<file path="config.mk">
export PLATFORM = sky130hd
export DESIGN_NAME = dmem_arbiter
export DESIGN_NICKNAME = d
export VERILOG_FILES = /design/src/rtl/dmem_arbiter.sv
export SDC_FILE = /design/constraint.sdc
export NUM_CORES = 1
export LEC_CHECK = 0
export ABC_AREA = 0
export CAP_MARGIN = 15
export CORE_MARGIN = 8
export CORE_UTILIZATION = 41
export DETAILED_ROUTE_END_ITERATION = 7
export PLACE_DENSITY = 0.86
export SETUP_SLACK_MARGIN = 0.4
export SLEW_MARGIN = 25
export SYNTH_ARGS = -nofsm -noshare
export SYNTH_HDL_FRONTEND = slang
export SYNTH_SLANG_ARGS = --single-unit
</file>
<file path="constraint.sdc">
create_clock -name clock -period 2.6 [get_ports clock]
set_input_delay 0.39 -clock clock [delete_from_list [all_inputs] [get_ports clock]]
set_output_delay 0.39 -clock clock [all_outputs]
set_load 0.05 [all_outputs]
</file>
<file path="src/rtl/dmem_arbiter.sv">
// Two-port data-memory arbiter/sequencer: CPU (C) and loader (L) share one memory port.
// Define DMEM_ARB_ROUND_ROBIN_EN for round-robin arbitration; the default is fixed priority (C wins).
module dmem_arbiter #(
  parameter int AW = 32,
  parameter int DW = 32
) (
  input  logic          clock,
  input  logic          reset,
  input  logic          cpu_req,
  input  logic          cpu_we,
  input  logic [AW-1:0] cpu_addr,
  input  logic [DW-1:0] cpu_wdata,
  output logic [DW-1:0] cpu_rdata,
  output logic          cpu_done,
  output logic          cpu_stall,
  input  logic          ldr_req,
  input  logic          ldr_we,
  input  logic [AW-1:0] ldr_addr,
  input  logic [DW-1:0] ldr_wdata,
  output logic [DW-1:0] ldr_rdata,
  output logic          ldr_done,
  output logic          mem_we,
  output logic [AW-1:0] mem_addr,
  output logic [DW-1:0] mem_wdata,
  input  logic [DW-1:0] mem_rdata,
  output logic          busy,
  output logic [1:0]    dbg_state
);

  // Handshake: a requester raises *_req with we/addr/wdata stable and holds it until
  // *_done; in the cycle after *_done it drops req or presents a new request. A req
  // still high during the done cycle is not sampled again.

  typedef enum logic [1:0] {
    IDLE   = 2'd0,
    ACCESS = 2'd1,
    RESP   = 2'd2
  } state_t;

  state_t state, next_state;
  logic   win_l;     // winner of the access in flight: 0 = C, 1 = L
  logic   grant_l;   // arbitration result while IDLE
  logic   any_req;
  logic   start;
  logic   finish;

  assign any_req = cpu_req | ldr_req;

`ifdef DMEM_ARB_ROUND_ROBIN_EN
  logic last_l;      // port served most recently: 0 = C, 1 = L

  assign grant_l = ldr_req & (~cpu_req | ~last_l);

  always_ff @(posedge clock) begin
    if (reset) begin
      last_l <= 1'b0;
    end else if (start) begin
      last_l <= grant_l;
    end
  end
`else
  assign grant_l = ldr_req & ~cpu_req;
`endif

  always_ff @(posedge clock) begin
    if (reset) begin
      state <= IDLE;
    end else begin
      state <= next_state;
    end
  end

  always_comb begin
    next_state = state;
    case (state)
      IDLE:    if (any_req) next_state = ACCESS;
      ACCESS:  next_state = RESP;
      RESP:    next_state = IDLE;
      default: next_state = IDLE;
    endcase
  end

  always_comb begin
    start     = 1'b0;
    finish    = 1'b0;
    busy      = 1'b0;
    dbg_state = state;
    case (state)
      IDLE:    start  = any_req;
      ACCESS:  begin finish = 1'b1; busy = 1'b1; end
      RESP:    busy   = 1'b1;
      default: busy   = 1'b0;
    endcase
  end

  // Memory-side request registers, completion pulses and read-data capture.
  always_ff @(posedge clock) begin
    if (reset) begin
      mem_we    <= 1'b0;
      mem_addr  <= '0;
      mem_wdata <= '0;
      win_l     <= 1'b0;
      cpu_done  <= 1'b0;
      ldr_done  <= 1'b0;
      cpu_rdata <= '0;
      ldr_rdata <= '0;
    end else begin
      cpu_done <= 1'b0;
      ldr_done <= 1'b0;
      if (start) begin
        win_l     <= grant_l;
        mem_we    <= grant_l ? ldr_we    : cpu_we;
        mem_addr  <= grant_l ? ldr_addr  : cpu_addr;
        mem_wdata <= grant_l ? ldr_wdata : cpu_wdata;
      end
      if (finish) begin
        mem_we <= 1'b0;
        if (win_l) begin
          ldr_done <= 1'b1;
          if (!mem_we) ldr_rdata <= mem_rdata;
        end else begin
          cpu_done <= 1'b1;
          if (!mem_we) cpu_rdata <= mem_rdata;
        end
      end
    end
  end

  assign cpu_stall = cpu_req & ~cpu_done;

endmodule

</file>
== Word level (Yosys, flattened, before mapping) ==
Cells that the tools add are included.

* $add $sub $neg: 0
* $mul: 0
* Divide/modulo/power cells: 0
* Order comparisons: 0
* Equality and inequality tests: 3
* Shift operators: 0
* Mux-type cells: 10
* Bitwise gates (word level): 8
* Reductions and logical operators: 6

{| class="wikitable"
|+ Operator list
! cell !! count
|-
| $mux 32 || 2
|-
| $mux 1 || 6
|-
| $reduce_and 3->1 || 2
|-
| $reduce_or 2->1 || 3
|-
| $not 1->1 || 5
|-
| $pmux 2 s2 || 1
|-
| $and 1x1->1 || 2
|-
| $eq 2x1->1 const B || 1
|-
| $eq 2x2->1 const B || 1
|-
| $logic_not 2->1 || 1
|-
| $mux 2 || 1
|-
| $ne 2x2->1 const B || 1
|-
| $or 1x1->1 || 1
|}

* Register bits: 134
* Bits in latches: 0
* Bits in writable memories: 0
* ROM bits: 0
* Input bits: 166
* Output and inout port bits: 135
* Logic and storage cells: 36
* Memories kept: 0

== Depth between registers and ports, before layout ==
Gate-level depths: netlist of the first run.

* Word-level depth: 4
* Gate-level depth with buffers: 7
* Mapped depth without buffers: 5

== Worst setup path before layout of the first run ==
OpenSTA, ideal clock, no wires.

* Kind: reg-to-reg
* Start point: register state[0] (netlist: dbg_state[0])
* End point: register cpu_rdata[10]
* Setup time: 0.132 ns
* Arrival time: 1.728 ns
* Required time: 2.468 ns
* Path slack: 0.739 ns
* Stages on the path, launching flop included: 7
* Buffers on the path: 2
* Clock period less this slack: 1.861 ns
* Path through: dfxtp_1 -> ha_1 -> or3b_1 -> clkbuf_1 -> buf_2 -> nand2_1 -> a21oi_1

* Word-level cells in the longest chain between the ends: 3

{| class="wikitable"
|+ Ends and longest elaborated chain
! item !! RTL line !! source
|-
| start, declared || 40 || <nowiki>state_t state, next_state;</nowiki>
|-
| start signal, assigned || 69 || <nowiki>state <= next_state;</nowiki>
|-
| $eq 2x1->1 || 88 || <nowiki>case (state)</nowiki>
|-
| $mux 1 || 88 ||
|-
| $reduce_and 3->1 (no source line) || n/a ||
|-
| end signal, assigned || 123 || <nowiki>if (!mem_we) cpu_rdata <= mem_rdata;</nowiki>
|-
| end, declared || 13 || <nowiki>output logic [DW-1:0] cpu_rdata,</nowiki>
|}

Every way passes these cells.
A chain may end at the register's enable or synchronous reset.

== Worst setup path in the final report of the first run ==
* Start point: register state[0] (netlist: dbg_state[0])
* End point: output port busy

* Word-level cells in the longest chain between the ends: 3
* Elaborated cells between the ends (all ways): 4
* Those cells by class: eq/ne: 2; mux: 1; reduce/logical: 1

{| class="wikitable"
|+ Ends and longest elaborated chain
! item !! RTL line !! source
|-
| $eq 2x1->1 / $eq 2x2->1 (equally long branches) || 88 ||
|-
| $reduce_or 2->1 (no source line) (*) || n/a ||
|-
| $mux 1 (*) || 88 ||
|-
| end, declared || 26 || <nowiki>output logic busy,</nowiki>
|}

Mark *: on every way between the ends. The rest lies on a longest branch, timed or not.

==> results of run 1 <==
routing by layer:
layer / global-route usage / part of all wire / vias up
met3: 0.102 / 0.11 / 34
met5: 0 / 0 / -
met4: 0.104 / 0.029 / 0
li1: - / - / 2785
met1: 0.241 / 0.36 / 2558
met2: 0.399 / 0.50 / 261
stage by stage:
step / worst slack [ns] / util / cell area (um2)
final: 0.557 / 0.717 / 9010
after global routing: 0.467 / 0.717 / 9010
after CTS: 0.409 / 0.717 / 9010
after detailed placement: 0.471 / 0.664 / 8340
after global placement: 0.567 / 0.664 / 8340
after floorplan: 0.739 / - / 5240
worst paths after layout:
kind / slack, ns / end / depth (start not counted) / from
worst min register to register: 0.45 / cpu_rdata[15] / 2 / cpu_rdata[15]
worst max-delay path: 0.56 / busy / 3 / dbg_state[0]
worst max register to register: 0.76 / mem_wdata[13] / 6 / dbg_state[1]
worst min-delay path: 0.40 / ldr_rdata[7] / 2 / reset
layout by cell type, fill, tap and decap left out, types with 6 or more instances in the layout:
| master | count |
|---|---|
| a311oi_1 | 64 |
| clkdlybuf4s50_1 | 296 |
| a21oi_1 | 65 |
| nor2_1 | 66 |
| dfxtp_1 | 134 |
| buf_12 | 6 |
| buf_4 | 8 |
| clkbuf_16 | 17 |
| bufinv_16 | 6 |
| nand2_1 | 258 |
cell type report:
type                       instances  area (um2)  share of cell area
tap                              172         215              0.0239
inverter                           2        7.51            0.000833
timing repair buffer             312        3160               0.351
sequential                       134        2680               0.298
clock buffer                      19         443              0.0491
clock inverter                    12         225              0.0250
multi-input combinational        472        2270               0.252
critical path, stage by stage (launching register included):
cell           delay, ns
dfxtp_1             0.38
inv_1               0.06
ha_1                0.27
dlygate4sd2_1       0.53
registers in the layout (all words and copies together), names as in the netlist:
name and cells:
cpu_rdata 32, mem_we 1, mem_addr 32, mem_wdata 32, win_l 1, ldr_rdata 32, cpu_done 1, ldr_done 1
dbg_state 2
kinds of logic after synthesis:
logic type	count (synthesis)	synth area share
AO/OA/AOI/OAI	133	0.174
flip-flops	134	0.512
multiplexers	1	0.00191
adder cells (fa/ha/maj)	2	0.00478
buffers and inverters	59	0.0566
AND/OR/NAND/NOR	336	0.250
power by group through the flow:
stage | Sequential, W | Combinational, W | Clock (W)
2_1_floorplan | 0.00302 | 0.000482 | 0
3_3_place_gp | 0.00238 | 0.00187 | 0
3_5_place_dp | 0.00239 | 0.00190 | 0
4_1_cts | 0.00234 | 0.00190 | 0.00275
5_1_grt | 0.00237 | 0.00199 | 0.00284
6_report | 0.00235 | 0.00189 | 0.00271
==> qor.txt, run 1 <==
Detail Placement HPWL = 14.6 mm
Mean Syn Cell Area = 7.87 um2
Net Sw Frac = 0.311
minimum clock period = 2.04 ns
most frequent cell after synthesis = nand2_1
pin count of the biggest net entering global routing = 66
diode count = 0
NetSw = 0.00216 W
routed via count = 5,638
post-synth top area share = 0.512
hold crit path type = in2reg
max_slew headroom = 0.611
skew final = 0.0109 ns
Worst VDD drop = 0.000422 V
total grt overflow = 0
Die Wd = 129 um
pwr dens = 770 nW/um2
FMAX = 489 MHz
CP Data Required Time = 2.21 ns
Yosys reg bits = 134
hold_buf cts = 0
CTS Sinks = 134
initial antenna violation count = 0
ANT nets after route = 0
CTS Buffer Depth = 2
Cell Area, Synth = 5240 um2
combinational group share of total power = 0.272
setup_tns = 0 ns
drt drc = 0
vias in the first global route = 5,559
WL final = 19.6 mm
wire per inst = 17.5 um
Via density = 5.02
Mapped Nets = 833
Synth Flop Type = dfxtp_1
row cnt = 41
Tot Pwr = 0.00694 W
Seq pwr share = 0.338
Pre-Repair DR Iteration Count = 4
ratio of cells with drive above 1 in the final layout = 0.0505
worst slew pin tran = 0.582 ns
largest cells by area after synthesis = dfxtp_1, nand2_1, a311oi_1
Worst-path clk slew = 0.06 ns
Area growth syn-to-layout = 72.1%
CTS tree = done
hold violation total from the final report = 0
number of enable flip-flop cells after synthesis = 0
Finished Layout Cells = 1,123
postcts setup bufs = 0
core area = 12,600 um2
initial core utilization = 0.417
RSZ-0062 raised after global routing = false
I/O Pins = 301
post_cts resized = 1
die area = 16,600 um2
CP arrival = 1.65 ns
static leakage = 3.38 nW
root buffer cell = clkbuf_16
overall routing resource usage = 0.232
H-tree levels = 4
cell accounting for the most synthesized area = dfxtp_1
Tcrit/Tclk final = 0.786
Critical Path Start Type = flop
outcome = completed
Placed Cells = 1,092
MaxCap Viol Count = 0
CP Class = reg2out
number of library cell types mapped by synthesis = 25
Syn. warnings = 0
Die Span Y = 129 um
Num CTS Buffers = 17
Pint = 0.00479 W
hold_ws = 0.402 ns
port bufs = 300
Clk pwr share = 0.390
Async SR Flop Fraction = 0
pins over their slew limit = 0
Final nets = 1,107
clock latency on the worst-skew pair = 0.43 ns
Finish-stage setup viols = 0
GP Congestion = 0.834
most frequent cells after synthesis = nand2_1, dfxtp_1, nor2_1, a21oi_1, a311oi_1
DRT iter0 DRCs = 395
Syn Inst Count = 665
Fillers = 951
CP Capture Type = primary output
first-pass GRT wire length = 29.8 mm
Seq/Total Area, Yosys = 0.512
CP max FO = 4
(Power assumes the default switching activity.)
==> run 2: changes to the inputs <==
--- a/config.mk
+++ b/config.mk
@@ -8,9 +8,9 @@
 export ABC_AREA = 0
 export CAP_MARGIN = 15
 export CORE_MARGIN = 8
-export CORE_UTILIZATION = 41
+export CORE_UTILIZATION = 34
 export DETAILED_ROUTE_END_ITERATION = 7
-export PLACE_DENSITY = 0.86
+export PLACE_DENSITY = 0.76
 export SETUP_SLACK_MARGIN = 0.4
 export SLEW_MARGIN = 25
 export SYNTH_ARGS = -nofsm -noshare
==> constraint.sdc (replaced) <==
create_clock -name clock -period 1.79 [get_ports clock]
set_input_delay 0.2685 -clock clock [delete_from_list [all_inputs] [get_ports clock]]
set_output_delay 0.2685 -clock clock [all_outputs]
set_load 0.05 [all_outputs]
==> run 2 against run 1 <==
Effect of this change:
- design area up 17%
- via count up 8.9%
- die area up 18%
- power up 60%
- sequential share of layout area down 4.2 points
- clock-buffer cell count down 1
- register-to-register slack worse by 0.51 ns
- sequential cell count unchanged
- clock skew down 0.0028 ns
- worst setup slack worse by 0.30 ns
- non-clock buffer count up 61
- largest cell class unchanged
==> qor.txt, run 2 (same netlist as run 1, synthesis figures left out) <==
RSZ-0062 raised after global routing = true
Area growth syn-to-layout = 101%
GP Congestion = 0.816
port bufs = 300
CTS Buffer Depth = 2
Final Cell Area = 10,500 um2
Worst VDD drop = 0.000692 V
max_slew headroom = 0.624
vias in the first global route = 6,277
H-tree levels = 4
die area = 19,600 um2
Worst-path clk slew = 0.06 ns
Num CTS Buffers = 17
Die Wd = 140 um
CTS tree = done
Tot Pwr = 0.0111 W
pwr dens = 1060 nW/um2
Reg-to-Reg Start = dbg_state[1]
Pint = 0.00737 W
CP Class = reg2reg
total grt overflow = 0
Placed Cells = 1,119
Worst path max stage delay = 0.41 ns
skew final = 0.00815 ns
Seq pwr share = 0.312
initial antenna violation count = 1
slowest library cell on the worst path = or3b_4
Die Span Y = 140 um
minimum clock period = 1.54 ns
MaxCap Viol Count = 0
WL final = 23.8 mm
root buffer cell = clkbuf_16
worst slew pin tran = 0.564 ns
Via density = 5.11
HP Start = reset
static leakage = 4.35 nW
Detail Placement HPWL = 14.6 mm
DRT iter0 DRCs = 279
initial core utilization = 0.346
Net Sw Frac = 0.338
I/O Pins = 301
CP Cell Sequence = inv_4 -> ha_4 -> or3b_4 -> buf_12 -> buf_16 -> nand2_4 -> a21oi_2
most frequent cells in the layout = nand2_1, clkdlybuf4s50_1, dfxtp_1
CTS Sinks = 134
overall routing resource usage = 0.230
ratio of cells with drive above 1 in the final layout = 0.381
CP startpoint = dbg_state[1]
FMAX = 651 MHz
Clk pwr share = 0.342
outcome = completed
combinational group share of total power = 0.346
hold crit path type = in2reg
Pre-Repair DR Iteration Count = 7
CP Data Required Time = 2.10 ns
pins over their slew limit = 0
CP arrival = 1.84 ns
CP Capture Type = flop
first-pass GRT wire length = 35.6 mm
NetSw = 0.00377 W
Final nets = 1,169
core area = 15,100 um2
Post-DP Area = 8380 um2
most common cell after layout, fill and taps aside = nand2_1
hold_ws = 0.326 ns
CP max FO = 5
Tcrit/Tclk final = 0.858
clock latency on the worst-skew pair = 0.42 ns
row cnt = 45
pin count of the biggest net entering global routing = 40
ANT nets after route = 0
hold_buf cts = 0
Critical Path Start Type = flop
hold violation total from the final report = 0
Finished Layout Cells = 1,203
Finish-stage setup viols = 0
routed via count = 6,142
drt drc = 0
setup_tns = 0 ns
wire per inst = 19.8 um
run 2: cell types whose count changed in the layout (fill, tap and decap cells not counted), moves of 23 or more:
cell             before  now
buf_4                 8   91
clkdlybuf4s50_1     296  162
nor2_1               66   43
a21oi_1              65   34
a311oi_1             64   30
a21oi_2               0   31
nand2_1             258  217
buf_2                 0   53
nand2_4               0   33
a311oi_2              0   34
run 2: worst max-delay path, delay by kind of cell (launching register included):
family	cells	cell delay (ns)
and+or+nand+nor	2	0.48
adders and majority gates	1	0.15
DFF	1	0.35
AOI/OAI and AO/OA	1	0.05
buffers and inverters	3	0.39
run 2: stage by stage:
stage	setup slack, ns	utilization
after floorplan	0.303	-
after global placement	0.0600	0.553
after detailed placement	-0.0319	0.553
after CTS	0.196	0.651
after global routing	0.215	0.694
final	0.255	0.694
run 2: worst paths after layout:
path                   endpoint  slack [ns]  depth (start not counted)
setup / recovery  cpu_rdata[27]        0.25                          7
hold / removal     dbg_state[1]        0.33                          2
setup reg to reg  cpu_rdata[27]        0.25                          7
hold reg to reg   ldr_rdata[14]        0.45                          2
run 2: layer usage:
metal  wire, um  track usage
met1       9020        0.257
met2      11900        0.391
met3       2190       0.0795
met4        625        0.102
met5          0            0
run 2: power by group through the flow:
| stage | sequential, W | clock [W] | combinational, W |
|---|---|---|---|
| after floorplan | 0.00439 | 0 | 0.000718 |
| after global routing | 0.00350 | 0.00398 | 0.00404 |
| after CTS | 0.00342 | 0.00382 | 0.00352 |
| final | 0.00347 | 0.00380 | 0.00386 |
| after detailed placement | 0.00348 | 0 | 0.00277 |
| after global placement | 0.00347 | 0 | 0.00275 |
run 2: what timing repair did:
item                       4_1_cts  5_1_grt
setup buffers                   25        4
gates cloned                    19        3
pin swaps                       44       67
setup endpoints to repair      154      137
hold endpoints to repair         0        0
gates resized for setup        380      138
run 2: area by class of cell:
type / count / area, um2
repair buffers: 373 / 3880
clock inverters: 14 / 199
fillers: 1155 / 4640
clock buffers: 18 / 439
inverters: 2 / 12.5
multi-input cells: 473 / 3050
flip-flops and latches: 134 / 2690
well taps: 188 / 235
diodes: 1 / 2.50
==> run 3: changes to the inputs <==
--- a/config.mk
+++ b/config.mk
@@ -8,9 +8,9 @@
 export ABC_AREA = 0
 export CAP_MARGIN = 15
 export CORE_MARGIN = 8
-export CORE_UTILIZATION = 34
+export CORE_UTILIZATION = 45
 export DETAILED_ROUTE_END_ITERATION = 7
-export PLACE_DENSITY = 0.76
+export DONT_BUFFER_PORTS = 1
 export SETUP_SLACK_MARGIN = 0.4
 export SLEW_MARGIN = 25
 export SYNTH_ARGS = -nofsm -noshare
==> run 3 against run 2 <==
Effect of this change:
- the flow now finishes with violations (hold timing)
- clock-buffer cell count grew 2
- register-to-register slack barely moved
- die area is 22% lower
- routed wire length decreased by 13%
- sequential power up 20%
- clock power rose by 5.8%
- sequential share of layout area is 8.6 points higher
- critical endpoint is now cpu_rdata[10]
- largest cell class is now multi-input combinational cells
==> qor.txt, run 3 (same netlist as run 1, synthesis figures left out) <==
outcome = finished, violations left
failing checks = hold timing
ratio of cells with drive above 1 in the final layout = 0.371
hold_buf cts = 2
CP Capture Type = flop
Seq pwr share = 0.401
combinational group share of total power = 0.214
Critical Path Start Type = flop
clock latency on the worst-skew pair = 0.42 ns
max_slew headroom = 0.589
overall routing resource usage = 0.239
Pre-Repair DR Iteration Count = 6
I/O Pins = 301
NetSw = 0.00339 W
CP max FO = 8
Num CTS Buffers = 17
register-to-register setup slack = 0.25 ns
setup_tns = 0 ns
Die Wd = 124 um
pins over their slew limit = 0
skew final = 0.00572 ns
CTS Sinks = 134
vias in the first global route = 5,056
ANT nets after route = 0
wire per inst = 23.6 um
Area growth syn-to-layout = 50.7%
minimum clock period = 1.54 ns
Reg-to-Reg Start = dbg_state[1]
Pint = 0.00704 W
hold violation total from the final report = 40
RSZ-0062 raised after global routing = true
Worst-path clk slew = 0.06 ns
pwr dens = 1320 nW/um2
Worst Setup Slack post-DPL = 0.196 ns
CP Data Required Time = 2.09 ns
Via density = 5.78
CTS tree = done
static leakage = 2.97 nW
most frequent cells in the layout = nand2_1, dfxtp_1, nor2_1
Finish-stage setup viols = 0
root buffer cell = clkbuf_16
MaxCap Viol Count = 0
row cnt = 39
initial antenna violation count = 0
port bufs = 0
PnR worst setup slack = 0.250 ns
hold_ws = -0.0579 ns
Tcrit/Tclk final = 0.861
CP startpoint = dbg_state[1]
CP Class = reg2reg
Detail Placement HPWL = 12.0 mm
drt drc = 0
Post-DP Area = 5540 um2
Final nets = 886
Worst VDD drop = 0.000869 V
Reg2Reg Depth = 7
pin count of the biggest net entering global routing = 135
first-pass GRT wire length = 27.9 mm
core area = 11,400 um2
WL final = 20.6 mm
Clk pwr share = 0.385
Tot Pwr = 0.0104 W
CP arrival = 1.84 ns
worst slew pin tran = 0.615 ns
Die Span Y = 124 um
CTS Buffer Depth = 2
Final Cell Area = 7890 um2
Worst R2R End = cpu_rdata[10]
H-tree levels = 4
initial core utilization = 0.461
FMAX = 649 MHz
hold crit path type = in2reg
most common cell after layout, fill and taps aside = nand2_1
total grt overflow = 0
die area = 15,300 um2
Net Sw Frac = 0.325
DRT iter0 DRCs = 329
diode count = 0
Setup crit end = cpu_rdata[10]
routed via count = 5,056
GP Congestion = 0.753
-- run 3: cell count changes in the layout (fill, tap and decap cells not counted), moves of 9 or more --
cell / previous run / this run
buf_4: 91 / 39
nand2_1: 217 / 237
buf_2: 53 / 0
clkdlybuf4s50_1: 162 / 0
buf_12: 26 / 16
a311oi_2: 34 / 45
dfxtp_1: 131 / 122
nand2_4: 33 / 10
a311oi_1: 30 / 19
dfxtp_2: 1 / 10
-- run 3: layer usage --
metal	vias to the layer above	track usage	wire length (um)	part of all wire
li1	2363	-	-	-
met1	2369	0.242	6970	0.34
met2	284	0.424	10900	0.53
met3	40	0.102	2290	0.11
met4	0	0.0993	495	0.024
met5	-	0	0	0
-- run 3: how the worst min path moves through the flow --
stage / startpoint / end / slack [ns] / depth (start not counted)
6_report: reset / mem_addr[5] / -0.06 / 1
5_1_grt: reset / mem_wdata[22] / -0.09 / 1
4_1_cts: reset / mem_wdata[26] / -0.09 / 1
3_5_place_dp: reset / mem_wdata[1] / 0.36 / 1
3_3_place_gp: reset / mem_wdata[26] / 0.35 / 1
2_1_floorplan: cpu_req / win_l / 0.37 / 1
-- run 3: layout make-up --
type                    instances  area [um2]
fillers                       874        3480
multi-input cells             472        2950
flip-flops and latches        134        2700
repair buffers                 91        1360
clock buffers                  20         467
clock inverters                12         221
well taps                     143         179
inverters                       2        12.5
-- run 3: power by group through the flow --
stage / logic, W / clock network (W) / registers (W)
final: 0.00223 / 0.00402 / 0.00418
after global routing: 0.00234 / 0.00419 / 0.00421
after CTS: 0.00179 / 0.00406 / 0.00415
after detailed placement: 0.00121 / 0 / 0.00420
after global placement: 0.00117 / 0 / 0.00420
after floorplan: 0.000718 / 0 / 0.00439
-- run 3: critical path, cell delays in order, from the launching register on --
cell	delay (ns)
dfxtp_4	0.35
inv_4	0.07
ha_4	0.13
or3b_4	0.44
buf_12	0.16
buf_16	0.14
nand2_2	0.07
a21oi_2	0.07
-- run 3: per-stage QoR --
| step | util | std cells |
|---|---|---|
| 3_3_place_gp | 0.487 | 792 |
| 5_1_grt | 0.694 | 874 |
| 2_1_floorplan | - | 665 |
| 3_5_place_dp | 0.487 | 792 |
| 6_report | 0.694 | 874 |
| 4_1_cts | 0.623 | 857 |
-- run 3: what timing repair did --
item,4_1_cts,5_1_grt
gates cloned,16,10
setup buffers,15,7
gates resized for setup,73,131
pin swaps,47,32
hold endpoints to repair,133,132
setup endpoints to repair,127,139
